File: src/rtl/proj_pkg.sv
// Shared constants and types for the k-mer front end of proj_hasher.
package proj_pkg;

  localparam int unsigned KMER_LEN                = 4;
  localparam int unsigned BASE_LEN                = 2;
  localparam int unsigned HASHER_SORTER_SIGNATURE = 32;
  localparam int unsigned POS_BITS                = 16;

  typedef enum logic [BASE_LEN-1:0] {
    A = 2'd0,
    C = 2'd1,
    G = 2'd2,
    T = 2'd3
  } base_t;

  typedef enum logic {
    ST_FILL   = 1'b0,
    ST_STREAM = 1'b1
  } kx_state_t;

endpackage

File: src/rtl/proj_kmer_revcomp.sv
// Reverse-complement window shift and canonical (min) k-mer select.
// Compiled only when PROJ_CANONICAL_KMER_EN is defined, so the default build carries no rc logic.
`ifdef PROJ_CANONICAL_KMER_EN
module proj_kmer_revcomp
  import proj_pkg::*;
#(
  parameter int unsigned DATA_BITS = proj_pkg::BASE_LEN,
  parameter int unsigned W         = proj_pkg::KMER_LEN * proj_pkg::BASE_LEN
) (
  input  logic [W-1:0]         window_next,
  input  logic [W-1:0]         rc,
  input  logic [DATA_BITS-1:0] base,
  output logic [W-1:0]         rc_next,
  output logic [W-1:0]         canon
);

  // Complemented base enters at the MSBs so rc reads as the reversed strand.
  assign rc_next = {~base, rc[W-1:DATA_BITS]};
  assign canon   = (rc_next < window_next) ? rc_next : window_next;

endmodule
`endif

File: src/rtl/proj_kmer_extractor.sv
// Sliding-window k-mer extractor feeding proj_hasher; one registered valid/ready output stage.
// Optional canonical k-mer output (min of forward and reverse complement) under PROJ_CANONICAL_KMER_EN.
module proj_kmer_extractor
  import proj_pkg::*;
#(
  parameter int unsigned KMER_LEN         = proj_pkg::KMER_LEN,
  parameter int unsigned DATA_BITS        = proj_pkg::BASE_LEN,
  parameter int unsigned HASHER_DATA_BITS = proj_pkg::HASHER_SORTER_SIGNATURE,
  parameter int unsigned POS_BITS         = proj_pkg::POS_BITS
) (
  input  logic                        clk,
  input  logic                        rst_n,
  input  logic                        base_valid,
  output logic                        base_ready,
  input  logic [DATA_BITS-1:0]        base,
  input  logic                        base_last,
  output logic                        kmer_valid,
  input  logic                        kmer_ready,
  output logic [HASHER_DATA_BITS-1:0] kmer,
  output logic [POS_BITS-1:0]         kmer_pos,
  output logic                        kmer_last,
  output logic                        seq_short
);

  localparam int unsigned W     = KMER_LEN * DATA_BITS;
  localparam int unsigned CNT_W = $clog2(KMER_LEN);
  localparam logic [CNT_W-1:0] CNT_FULL = CNT_W'(KMER_LEN - 1);

  kx_state_t                   state;
  logic [CNT_W-1:0]            fill_cnt;
  logic [POS_BITS-1:0]         pos_cnt;
  logic [W-1:0]                window;
  logic [W-1:0]                window_next;
  logic [HASHER_DATA_BITS-1:0] kmer_next;
  logic                        accept;
  logic                        emit;

  assign base_ready  = !kmer_valid || kmer_ready;
  assign accept      = base_valid && base_ready;
  assign window_next = {window[W-DATA_BITS-1:0], base};
  // The KMER_LEN-th base of a fill already completes a k-mer.
  assign emit        = (state == ST_STREAM) || (fill_cnt == CNT_FULL);

`ifdef PROJ_CANONICAL_KMER_EN
  logic [W-1:0] rc;
  logic [W-1:0] rc_next;
  logic [W-1:0] canon;

  proj_kmer_revcomp #(
    .DATA_BITS (DATA_BITS),
    .W         (W)
  ) u_revcomp (
    .window_next (window_next),
    .rc          (rc),
    .base        (base),
    .rc_next     (rc_next),
    .canon       (canon)
  );

  assign kmer_next = HASHER_DATA_BITS'(canon);

  // Reverse-complement window tracks the forward window, cleared at sequence end.
  always_ff @(posedge clk or negedge rst_n) begin
    if (!rst_n) begin
      rc <= '0;
    end else if (accept) begin
      rc <= base_last ? '0 : rc_next;
    end
  end
`else
  assign kmer_next = HASHER_DATA_BITS'(window_next);
`endif

  // Fill/stream control and the registered output stage.
  always_ff @(posedge clk or negedge rst_n) begin
    if (!rst_n) begin
      state      <= ST_FILL;
      fill_cnt   <= '0;
      pos_cnt    <= '0;
      window     <= '0;
      kmer_valid <= 1'b0;
      kmer       <= '0;
      kmer_pos   <= '0;
      kmer_last  <= 1'b0;
      seq_short  <= 1'b0;
    end else begin
      seq_short <= 1'b0;
      if (kmer_valid && kmer_ready) begin
        kmer_valid <= 1'b0;
      end
      if (accept) begin
        if (emit) begin
          kmer_valid <= 1'b1;
          kmer       <= kmer_next;
          kmer_pos   <= pos_cnt;
          kmer_last  <= base_last;
        end else if (base_last) begin
          seq_short <= 1'b1;
        end
        if (base_last) begin
          state    <= ST_FILL;
          fill_cnt <= '0;
          pos_cnt  <= '0;
          window   <= '0;
        end else begin
          window <= window_next;
          if (emit) begin
            state   <= ST_STREAM;
            pos_cnt <= pos_cnt + POS_BITS'(1);
          end else begin
            fill_cnt <= fill_cnt + CNT_W'(1);
          end
        end
      end
    end
  end

endmodule

File: config.mk
export PLATFORM = sky130hd
export DESIGN_NAME = proj_kmer_extractor
export DESIGN_NICKNAME = d
export VERILOG_FILES = /design/src/rtl/proj_pkg.sv /design/src/rtl/proj_kmer_revcomp.sv /design/src/rtl/proj_kmer_extractor.sv
export SDC_FILE = /design/constraint.sdc
export NUM_CORES = 1
export LEC_CHECK = 0
export BUFFER_PORTS_ARGS = -buffer_cell sky130_fd_sc_hd__buf_2
export CORE_MARGIN = 2
export CORE_UTILIZATION = 35
export DETAILED_ROUTE_END_ITERATION = 8
export MAX_ROUTING_LAYER = met4
export PLACE_DENSITY_LB_ADDON = 0.1
export SETUP_SLACK_MARGIN = 0.05
export SLEW_MARGIN = 30
export SYNTH_ARGS = -nofsm -noshare
export SYNTH_HDL_FRONTEND = slang
export SYNTH_SLANG_ARGS = --single-unit
File: constraint.sdc
create_clock -name clk -period 3.4 [get_ports clk]
set_input_delay 0.85 -clock clk [delete_from_list [all_inputs] [get_ports clk]]
set_output_delay 0.85 -clock clk [all_outputs]
set_load 0.02 [all_outputs]
==> summary.txt <==
Global routing
  – Vias in the first global route: ~1500
  – Overflow after GRT: 0
  – Pin count of the biggest net entering global routing: 53
  – Global-route wire length before repair: about 7700 um
  – Antenna violations before repair: 0
  – Global Route Usage Sum: 13.14%

Synthesis
  – Post-synth top area share: 52.42%
  – Post-synth EDFFs: 0
  – Ys flop type: dfrtp_1
  – Ys async rst share: 100.0%
  – Most common cell in the synthesized netlist: dfrtp_1
  – Top cells by count, synth: 52 x dfrtp_1, 24 x buf_4, 24 x mux2_2
  – Post-synth top area cell: dfrtp_1
  – Area contributors post-synth: dfrtp_1 52%, mux2_2 11%, buf_4 7.3%
  – Cell Area, Synth: ~2500 um2
  – Cells after Synth: roughly 230
  – Yosys reg bits: 52
  – Mean cell area of the mapped netlist: 10.94 um2
  – Ys Warns: 0
  – Synth cell types: 35
  – Register area share after synthesis: a little over half

STA
  – Final Hold Fails: 0
  – Slew HR: between 50 and 60%
  – Final worst path period need: about 2.5 ns
  – Worst-margin pin slew: 0.6612 ns
  – Max Slew Vio Count: 0
  – Period utilization: between 70 and 80%
  – Setup Skew: 0.005793 ns
  – Setup violators final: 0
  – RSZ-0062 raised after global routing: false
  – Fmax: about 400 MHz
  – Setup_tns: 0 ns

Finish
  – Ant. Diodes: 0
  – Multi-input gate area: 1022 um2
  – Area Overhead vs Synth: 9.324%
  – # fillers: approximately 740
  – Final nets: 267
  – Share of cells above drive strength 1: 27.91%
  – FF/Latch Area: about 1300 um2
  – Cell Count, Final, Fillers Out: 354

Min path
  – Hold_sp: window[4]$_DFFE_PN0P_
  – Worst Hold Class: reg -> reg

Clock tree
  – CTS sink cnt: 52
  – Longest Clk Path Bufs: 2
  – CTS H-tree depth: 2
  – CTS tree: yes
  – Worst-path clk slew: 0.09 ns
  – Clock Tree Root: clkbuf_8
  – CTS resizes: 0
  – Hold-fix buffers, CTS: 0
  – Post-CTS Repair Setup Buffers: 0
  – Insertion delay to the later sink of the worst-skew pair: 0.30 ns
  – Num CTS Buffers: 5

Placed design
  – DP HPWL: just over 3000 um
  – Buffers on Ports: 34
  – Placer Congestion: about 0.73
  – Cell count after placement: approximately 350

Critical path
  – CP most frequent cell: buf_2
  – Reg2reg start: fill_cnt[0]$_DFFE_PN0P_
  – Sequence of cells on the critical path: buf_2 > nor2b_1 > inv_1 > buf_2
  – Maximum fanout along the worst path: 7
  – Crit path largest cell delay: about 0.33 ns
  – Slowest stage cell, crit path: nor2b_1
  – Nature of the critical path startpoint: input pin
  – CP startpoint: kmer_ready
  – Setup crit end kind: output port
  – Critical Path RT: between 2 and 3 ns
  – CP Data Arrival Time: 1.70 ns
  – WS Path Type: in -> out

Routing
  – Vias: 1657
  – Routed WL: 4584 um
  – First drt pass iteration count: 4
  – DRT iter0 DRCs: 55
  – Routed vias/inst: approximately 4.7
  – Residual DRC: 0
  – Final ANT Viol Nets: 0
  – Avg WL per Cell: around 13 um

Floorplan
  – Core ar.: just under 7000 um2
  – Die Y: just under 90 um
  – Cell Rows: 30
  – Die area: between 7000 and 8000 um2
  – Top Ports: just under 60
  – Starting density of the core: 36.34%
  – Die span in x: between 80 and 90 um

Pwr
  – PwrDens: approximately 610 nW/um2
  – LEAKAGE: between 1 and 1.5 nW
  – Worst-case vdd ir drop: around 0.27 mV
  – Total power after layout: roughly 0.0017 W

Run
  – Max-cap violation count: 0

Outcome
  – Run status: finished clean
registers in the layout, summed over array words and instances, names as in the netlist:
register    flops
fill_cnt        2
kmer            8
kmer_last       1
kmer_pos       16
kmer_valid      1
pos_cnt        16
seq_short       1
state           1
window          6
critical path: cells and delay by family:
family                 cells  cell delay, ns
buffers and inverters      3            0.52
AND/OR/NAND/NOR            1            0.33
worst paths after layout:
check	to	slack (ns)	depth (start not counted)
max	base_ready	0.85	4
min	window[4]$_DFFE_PN0P_	0.49	2
max reg2reg	kmer_pos[7]$_DFFE_PN0P_	1.14	4
min reg2reg	window[4]$_DFFE_PN0P_	0.49	2
max in group asynchronous	pos_cnt[2]$_DFFE_PN0P_	2.30	2
min in group asynchronous	seq_short$_DFF_PN0_	0.66	2
metal layers:
layer / vias up / GRT usage (%) / routed length, um
met3: 5 / 4.198 / 219
met5: - / - / 0
met1: 790 / 16.78 / 2168
li1: 823 / - / -
met2: 39 / 20.57 / 2157
met4: 0 / 2.893 / 39
cell type report:
cell class	instances	share of cell area, %
inverter	4	0.5533
multi-input combinational	160	37.67
tap	96	4.426
sequential	52	47.95
clock inverter	1	0.1844
clock buffer	6	2.674
timing repair buffer	35	6.547
placed cells by master, fill, tap and decap left out, types with 3 or more instances in the layout:
cell type	n
nand2b_1	7
or4_1	8
inv_1	3
nor4_1	3
nand4_1	3
dfrtp_1	52
nor3_1	4
a21oi_1	12
conb_1	24
mux2_2	24
o21ai_0	16
buf_2	34
nand3_1	5
nand2_1	22
clkbuf_8	5
o31ai_1	9
cells by family (layout without fill, tap and decap cells):
family | Yosys count | count (layout) | synth area share, %
buf+inv | 38 | 46 | 9.879
other cells | 1 | 24 | 0.1511
flops | 52 | 52 | 52.42
xor+xnor | 1 | 1 | 0.3529
simple gates | 65 | 65 | 14.57
mux | 26 | 26 | 11.69
fa+ha+maj | 2 | 2 | 1.008
compound gates | 42 | 42 | 9.930
per-stage QoR:
stage | instance area, um2 | utilization, % | hold slack (ns) | setup WS, ns
floorplan | 2569 | - | 0.4444 | 1.208
global placement | 2636 | 38.59 | 0.4659 | 0.8700
detailed placement | 2636 | 38.59 | 0.4683 | 0.8595
CTS | 2714 | 39.73 | 0.4897 | 0.8564
global route | 2714 | 39.73 | 0.5162 | 0.7810
finish | 2714 | 39.73 | 0.4860 | 0.8523
power by group:
| group | switching [W] | total [W] | internal (W) |
|---|---|---|---|
| clock | 0.000193 | 0.000333 | 0.000140 |
| combinational | 0.000307 | 0.000497 | 0.000189 |
| sequential | 0.0000848 | 0.000829 | 0.000745 |
No activity file was read; power rests on OpenSTA's default activity.
